File: config.mk
export PLATFORM = sky130hd
export DESIGN_NAME = pp_accumulator
export DESIGN_NICKNAME = d
export VERILOG_FILES = /design/src/rtl/pp_accumulator.sv
export SDC_FILE = /design/constraint.sdc
export NUM_CORES = 1
export LEC_CHECK = 0
export ABC_AREA = 1
export CAP_MARGIN = 30
export CORE_MARGIN = 2
export CORE_UTILIZATION = 25
export CTS_CLUSTER_DIAMETER = 100
export DETAILED_ROUTE_END_ITERATION = 10
export GPL_TIMING_DRIVEN = 1
export HOLD_SLACK_MARGIN = 0.02
export PLACE_DENSITY = 0.47
export SYNTH_ARGS = -nofsm -noshare
export SYNTH_HDL_FRONTEND = slang
export SYNTH_SLANG_ARGS = --single-unit
File: constraint.sdc
create_clock -name clk -period 4.44 [get_ports clk]
set_input_delay 0.666 -clock clk [delete_from_list [all_inputs] [get_ports clk]]
set_output_delay 0.666 -clock clk [all_outputs]
set_load 0.02 [all_outputs]
File: src/rtl/pp_accumulator.sv
// Sequential 6x6 partial-product accumulator: one shared 12-bit adder sums p1..p6 with binary weights.
// Optional early termination on all-zero upper partial products: define PPACC_SKIP_ZERO_EN.
module pp_accumulator (
  input  logic        clk,
  input  logic        rst,
  input  logic        in_valid,
  output logic        in_ready,
  input  logic [5:0]  p1,
  input  logic [5:0]  p2,
  input  logic [5:0]  p3,
  input  logic [5:0]  p4,
  input  logic [5:0]  p5,
  input  logic [5:0]  p6,
  output logic        out_valid,
  input  logic        out_ready,
  output logic [11:0] product,
  output logic        busy
);

  typedef enum logic [1:0] {IDLE, ACCUM, DONE} state_t;

  state_t      state_reg;
  state_t      state_next;
  logic [5:0]  pp_reg [6];
  logic [5:0]  p_in [6];
  logic [11:0] acc_reg;
  logic [2:0]  cnt_reg;
  logic [5:0]  sel_pp;
  logic [11:0] addend;
  logic        last_step;
  logic        accept;

  assign p_in[0] = p1;
  assign p_in[1] = p2;
  assign p_in[2] = p3;
  assign p_in[3] = p4;
  assign p_in[4] = p5;
  assign p_in[5] = p6;

  assign accept = in_valid && (state_reg == IDLE);

  always_comb begin
    sel_pp = 6'd0;
    case (cnt_reg)
      3'd0:    sel_pp = pp_reg[0];
      3'd1:    sel_pp = pp_reg[1];
      3'd2:    sel_pp = pp_reg[2];
      3'd3:    sel_pp = pp_reg[3];
      3'd4:    sel_pp = pp_reg[4];
      3'd5:    sel_pp = pp_reg[5];
      default: sel_pp = 6'd0;
    endcase
  end

  assign addend = {6'd0, sel_pp} << cnt_reg;

`ifdef PPACC_SKIP_ZERO_EN
  logic [5:0] nonzero;
  genvar gi;
  generate
    for (gi = 0; gi < 6; gi++) begin : g_nonzero
      assign nonzero[gi] = |pp_reg[gi];
    end
  endgenerate
  // Stop once every partial product above the current index is zero.
  assign last_step = (cnt_reg == 3'd5) ||
                     ((nonzero >> ({1'b0, cnt_reg} + 4'd1)) == 6'd0);
`else
  assign last_step = (cnt_reg == 3'd5);
`endif

  always_ff @(posedge clk or posedge rst) begin
    if (rst) state_reg <= IDLE;
    else     state_reg <= state_next;
  end

  always_comb begin
    state_next = state_reg;
    case (state_reg)
      IDLE:    if (in_valid)  state_next = ACCUM;
      ACCUM:   if (last_step) state_next = DONE;
      DONE:    if (out_ready) state_next = IDLE;
      default: state_next = IDLE;
    endcase
  end

  always_comb begin
    in_ready  = 1'b0;
    out_valid = 1'b0;
    busy      = 1'b1;
    case (state_reg)
      IDLE: begin
        in_ready = 1'b1;
        busy     = 1'b0;
      end
      DONE:    out_valid = 1'b1;
      default: ;
    endcase
  end

  always_ff @(posedge clk or posedge rst) begin
    if (rst) begin
      for (int k = 0; k < 6; k++) pp_reg[k] <= 6'd0;
      acc_reg <= 12'd0;
      cnt_reg <= 3'd0;
    end else if (accept) begin
      for (int k = 0; k < 6; k++) pp_reg[k] <= p_in[k];
      acc_reg <= 12'd0;
      cnt_reg <= 3'd0;
    end else if (state_reg == ACCUM) begin
      acc_reg <= acc_reg + addend;
      cnt_reg <= cnt_reg + 3'd1;
    end
  end

  // acc is left untouched after the handshake so the result stays visible.
  assign product = acc_reg;

endmodule

==> results of run 1 <==
## power groups by stage
stage,registers [uW],clock network [uW],logic (uW)
floorplan,902,0,1520
global placement,900,0,2030
detailed placement,905,0,2050
CTS,893,438,2060
global route,926,459,2340
finish,892,423,2050
## synth_stat cells, drive strengths merged, types with 3 or more instances
cell type / n
clkbuf: 3
inv: 39
nand3: 37
buf: 11
nand2: 90
dfrtp: 53
o22ai: 7
ha: 16
mux2: 22
o21ai: 24
nand4: 6
a21oi: 26
nor2: 37
## final timing paths
| path | end | depth (start not counted) | slack (ns) |
|---|---|---|---|
| max in group asynchronous | state_reg[1] | 3 | 2.84 |
| min in group asynchronous | product[10] | 2 | 0.83 |
| worst max register to register | product[8] | 21 | 0.86 |
| worst max-delay path | product[8] | 21 | 0.86 |
| worst min-delay path | pp_reg[16] | 1 | 0.51 |
| worst min register to register | pp_reg[16] | 1 | 0.51 |
## critical path: cells and delay by family (launching register included)
family | cells | cell delay, ns
flops | 1 | 0.54
buf+inv | 2 | 0.45
compound gates | 4 | 0.47
fa+ha+maj | 3 | 1.05
simple gates | 12 | 1.00
## through the flow
step	power (uW)	cell area, um2
2_1_floorplan	2420	3160
3_3_place_gp	2930	3860
3_5_place_dp	2960	3860
4_1_cts	3390	4020
5_1_grt	3730	4020
6_report	3360	4020
## final cells by class
class                      count  share of cell area (%)
clock buffer                   6                    3.45
clock inverter                 2                   0.436
inverter                      40                    3.73
multi-input combinational    276                    39.8
sequential                    53                    33.0
tap                          172                    5.35
timing repair buffer          58                    14.2
## per-layer routing
metal / global-route usage, % / up-vias / wire, um / share of wire, %
met1: 16.2 / 1229 / 3800 / 48
met5: 0 / - / 0 / 0
met4: 2.54 / 0 / 81 / 1.0
met2: 21.0 / 42 / 3700 / 47
met3: 2.28 / 9 / 253 / 3.2
li1: - / 1366 / - / -
## cells by family after synthesis
kind of cell | after synthesis | synth area share (%)
and+or+nand+nor | 172 | 24.4
buffers and inverters | 54 | 7.52
adders and majority gates | 17 | 6.96
AOI/OAI and AO/OA | 65 | 11.3
muxes | 22 | 7.83
DFF | 53 | 41.9
==> reports/metrics.yaml, run 1 <==
min_path:
  worstHoldStart: "pp_reg[16]"
  hold_path.class: "reg2reg"
drt:
  vias: 2646
  routed_via_density: 4.36
  wire_per_inst_um: 12.9
  dr.pass1.iters: 4
  ant_nets: 0
  routed_wl_mm: 7.83
  first_iter_violations: 106
  drc: 0
placement:
  portBuffers: 54
  gp_congestion: 0.867
  dpl.hpwl_mm: 5.92
  place_inst: 599
  dp_slack_ns: 0.882
clocking:
  numCtsBuffers: 5
  cts_tree: "yes"
  clk_latency_ns: 0.29
  h-tree-depth: 2
  post-cts-setup-buffer-count: 0
  ctsResizeCount: 0
  cts.reportedPaths.clkPinSlew_ns: 0.08
  clock-sinks: 53
  clockBufferDepth: 2
  cts-root-buf: "clkbuf_16"
  hold_buffers: 0
global_routing:
  grt_pass1_vias: 2711
  grt_overflow: 0
  antenna_found_initial: 0
  grt.total_usage_pct: 12.3
  grt_pass1_wl_mm: 13.2
  grt_max_degree: 47
synth:
  avgSynthCellArea_um2: 8.26
  synth_cell_types: 33
  syn_inst: 383
  async_flop_share_pct: 100
  synth_area_leaders: "dfrtp_1 42%, nand2_1 9.5%, mux2_2 7.8%"
  syn-num-nets: 440
  synth-edff-count: 0
  synth_top_area_share_pct: 41.9
  ys.flop_type: "dfrtp_1"
  syn_area_um2: 3160
  ys_warn_count: 0
  synth_top_area_cell: "dfrtp_1"
  synth_seq_area_share_pct: 41.9
  ys_ff_latch: 53
final_layout:
  largest_register_ffs: 36
  nFillCells: 1326
  final_nets: 491
  final_cells: 607
  area_growth_pct: 27.1
  antenna_cells: 0
  layout_common_cells: "79 x nand2_1, 54 x clkdlybuf4s50_1, 53 x dfrtp_1"
  final_util_pct: 32.2
  drive_gt1_share_pct: 12.9
  final_common_cell: "nand2_1"
  ff_latch_area_um2: 1330
  multiInputGateArea_um2: 1600
status:
  status: "completed"
floorplanning:
  die-area_um2: 13600
  die_h_um: 116
  coreArea_um2: 12500
  io_pins: 55
  initial_core_util_pct: 25.4
  die_w_um: 116
  rows: 41
sta:
  hold_viol: 0
  rsz0062_at_grt: "no"
  slew_viol_final: 0
  worst_hold_slack_ns: 0.512
  finalCritPeriodShare_pct: 80.7
  fin_skew_ns: 0.00678
  period_minus_slack_ns: 3.58
  timing.fmax_ghz: 0.279
  tightest_slew_ns: 0.783
  tns_ns: 0
  setup_ws_ns: 0.859
  setup_viol: 0
  relSlewSlack_pct: 47.7
worst_setup_path:
  slowest_stage: "dfrtp_1"
  start_kind: "flip-flop"
  cp.required_ns: 4.67
  endpoint_kind: "flip-flop"
  crit_chain: "clkinv_1 -> ha_1 -> nand2_1 -> o22ai_1 -> nor2_1 -> nand3_1 -> nand2_1 -> nor2_1 -> inv_1 -> nor2_1 -> ha_1 -> fa_1 -> nand2_1 -> nand3_1 -> o21ai_0 -> o21ai_1 -> nand3_1 -> nand3_1 -> nand2_1 -> nand2_1 -> o21ai_1"
  cpMostUsedCell: "nand2_1"
  r2r_start: "cnt_reg[0]"
  crit_fanout: 11
  path_class: "reg2reg"
  worstPathArrival_ns: 3.81
  slowest_delay_ns: 0.54
  setup.worst_path.start: "cnt_reg[0]"
pwr:
  power_leakage_uw: 0.00189
  switchingPower_uw: 1590
  peakVddDrop_uv: 244
  power_density_nw_per_um2: 837
  intPower_uw: 1770
  pwr-share-seq_pct: 26.5
  swShare_pct: 47.3
  comb_power_share_pct: 60.9
  clockPowerShare_pct: 12.6
flow_run:
  cap_viol_max_count: 0
Note: power is estimated with default switching activity, not from simulation.
==> inputs of run 2 (changes only) <==
==> constraint.sdc (replaced) <==
create_clock -name clk -period 3.5 [get_ports clk]
set_input_delay 0.525 -clock clk [delete_from_list [all_inputs] [get_ports clk]]
set_output_delay 0.525 -clock clk [all_outputs]
set_load 0.02 [all_outputs]
==> reports/metrics.yaml, run 2 (synthesized netlist as in run 1, its figures left out) <==
pwr:
  peakVddDrop_uv: 340  # +40%
  power_density_nw_per_um2: 1060  # +26%
  power_leakage_uw: 0.00191  # +0.95%
clocking:
  numCtsBuffers: 5  # unchanged
  cts.reportedPaths.clkPinSlew_ns: 0.07  # about the same
  clockBufferDepth: 2  # unchanged
  clk_latency_ns: 0.29  # about the same
  ctsResizeCount: 0  # unchanged
  h-tree-depth: 2  # unchanged
  clock-sinks: 53  # unchanged
  post-cts-setup-buffer-count: 0  # unchanged
  cts_tree: "yes"
  hold_buffers: 0  # unchanged
  cts-root-buf: "clkbuf_16"
final_layout:
  final_common_cell: "nand2_1"
  final_nets: 495  # +0.81%
  antenna_cells: 0  # unchanged
  final_util_pct: 32.7  # +0.44 points
  nFillCells: 1319  # -0.53%
  largest_register_ffs: 36  # unchanged
  ff_latch_area_um2: 1330  # unchanged
  area_growth_pct: 28.8
  multiInputGateArea_um2: 1630  # +1.6%
  drive_gt1_share_pct: 15.3  # +2.4 points
  fin_area_um2: 4080  # +1.4%
  layout_common_cells: "79 x nand2_1, 54 x clkdlybuf4s50_1, 53 x dfrtp_1"
  final_cells: 611  # +0.66%
drt:
  first_iter_violations: 106  # unchanged
  wire_per_inst_um: 12.5  # -3.2%
  ant_nets: 0  # unchanged
  drc: 0  # unchanged
  routed_via_density: 4.40  # +1.0%
  routed_wl_mm: 7.63  # -2.5%
  dr.pass1.iters: 4  # unchanged
  vias: 2691  # +1.7%
worst_setup_path:
  path_class: "reg2reg"
  crit_chain: "ha_1 -> ha_2 -> inv_1 -> o21ai_1 -> nor2_1 -> nand3_1 -> nand2_1 -> nor2_1 -> inv_1 -> nor2_1 -> ha_1 -> fa_1 -> nand2_1 -> nand3_1 -> o21ai_0 -> o21ai_1 -> nand3_1 -> nand3_1 -> nand2_1 -> nand2_1 -> o21ai_1"
  slowest_stage: "dfrtp_1"
  cp_top_family: "adder cells"
  reg2reg_slack_ns: 0.39  # -0.47 ns
  cp.required_ns: 3.72  # -0.95 ns
  endpoint_kind: "flip-flop"
  start_kind: "flip-flop"
  slowest_delay_ns: 0.45  # -0.09 ns
  crit_buf_inv: 2  # unchanged
  crit_fanout: 6  # -5
  worstPathArrival_ns: 3.33  # -0.48 ns
global_routing:
  grt_pass1_vias: 2688  # -0.85%
  grt_max_degree: 46  # -2.1%
  grt_pass1_wl_mm: 12.9  # -3.0%
  antenna_found_initial: 0  # unchanged
  grt_overflow: 0  # unchanged
  grt.total_usage_pct: 12.0  # -0.27 points
sta:
  period_minus_slack_ns: 3.11  # -0.473 ns
  hold_viol: 0  # unchanged
  setup_viol: 0  # unchanged
  tightest_slew_ns: 0.487  # -0.295 ns
  fin_skew_ns: 0.00255  # -0.00423 ns
  finalCritPeriodShare_pct: 88.8  # +8.1 points
  setup_ws_ns: 0.392  # -0.467 ns
  relSlewSlack_pct: 67.5  # +20 points
  slew_viol_final: 0  # unchanged
  timing.fmax_ghz: 0.322  # +15%
  tns_ns: 0  # unchanged
  rsz0062_at_grt: "no"
floorplanning:
  die_w_um: 116  # unchanged
  rows: 41  # unchanged
  io_pins: 55  # unchanged
  die-area_um2: 13600  # unchanged
  die_h_um: 116  # unchanged
  coreArea_um2: 12500  # unchanged
  initial_core_util_pct: 25.4  # unchanged
placement:
  dpl.hpwl_mm: 5.92  # about the same
  place_inst: 603  # +0.67%
  portBuffers: 54  # unchanged
  dp_slack_ns: 0.229  # -0.653 ns
  gp_congestion: 0.882  # +1.7%
  place_area_um2: 3890  # +0.78%
flow_run:
  cap_viol_max_count: 0  # unchanged
min_path:
  hold_path.class: "reg2reg"
status:
  status: "completed"
## run 2: cell count changes in the layout (fill, tap and decap cells not counted), moves of 2 or more
cell   delta
inv_2     +2
ha_2      +3
buf_4     +4
ha_1      -4
## run 2: worst register-to-register path, stage by stage (launching register included)
cell and delay [ns]:
dfrtp_1 0.45, ha_1 0.25, ha_2 0.23, inv_1 0.08
o21ai_1 0.08, nor2_1 0.14, nand3_1 0.08, nand2_1 0.10
nor2_1 0.05, inv_1 0.06, nor2_1 0.04, ha_1 0.21
fa_1 0.41, nand2_1 0.10, nand3_1 0.07, o21ai_0 0.14
o21ai_1 0.14, nand3_1 0.09, nand3_1 0.09, nand2_1 0.07
nand2_1 0.05, o21ai_1 0.11
## run 2: layout make-up
type | instances | share of cell area, %
clock buffer | 6 | 3.41
clock inverter | 2 | 0.430
timing repair buffer | 62 | 14.7
sequential | 53 | 32.5
multi-input combinational | 276 | 39.9
tap | 172 | 5.28
inverter | 40 | 3.68
## run 2: worst paths after layout
path,to,from,cells after the start
worst max-delay path,product[8],cnt_reg[0],21
worst min-delay path,pp_reg[10],pp_reg[10],1
worst max register to register,product[8],cnt_reg[0],21
worst min register to register,pp_reg[10],pp_reg[10],1
max in group asynchronous,pp_reg[31],rst,3
min in group asynchronous,product[1],rst,2
## run 2: through the flow
| stage | total power, uW | hold WS, ns |
|---|---|---|
| after floorplan | 3070 | 0.479 |
| after global placement | 3780 | 0.497 |
| after detailed placement | 3780 | 0.498 |
| after CTS | 4320 | 0.514 |
| after global routing | 4780 | 0.526 |
| final | 4310 | 0.510 |
## run 2: report_power, final
group          internal [uW]  switching, uW
clock                    289            232
sequential               924            187
combinational           1080           1600
total                   2290           2010
## run 2: per-layer routing
metal	vias to the layer above	share of wire (%)	global-route usage, %
met2	53	47	19.6
met3	6	3.9	2.65
met4	0	1.0	2.46
met5	-	0	0
met1	1253	48	16.4
li1	1379	-	-
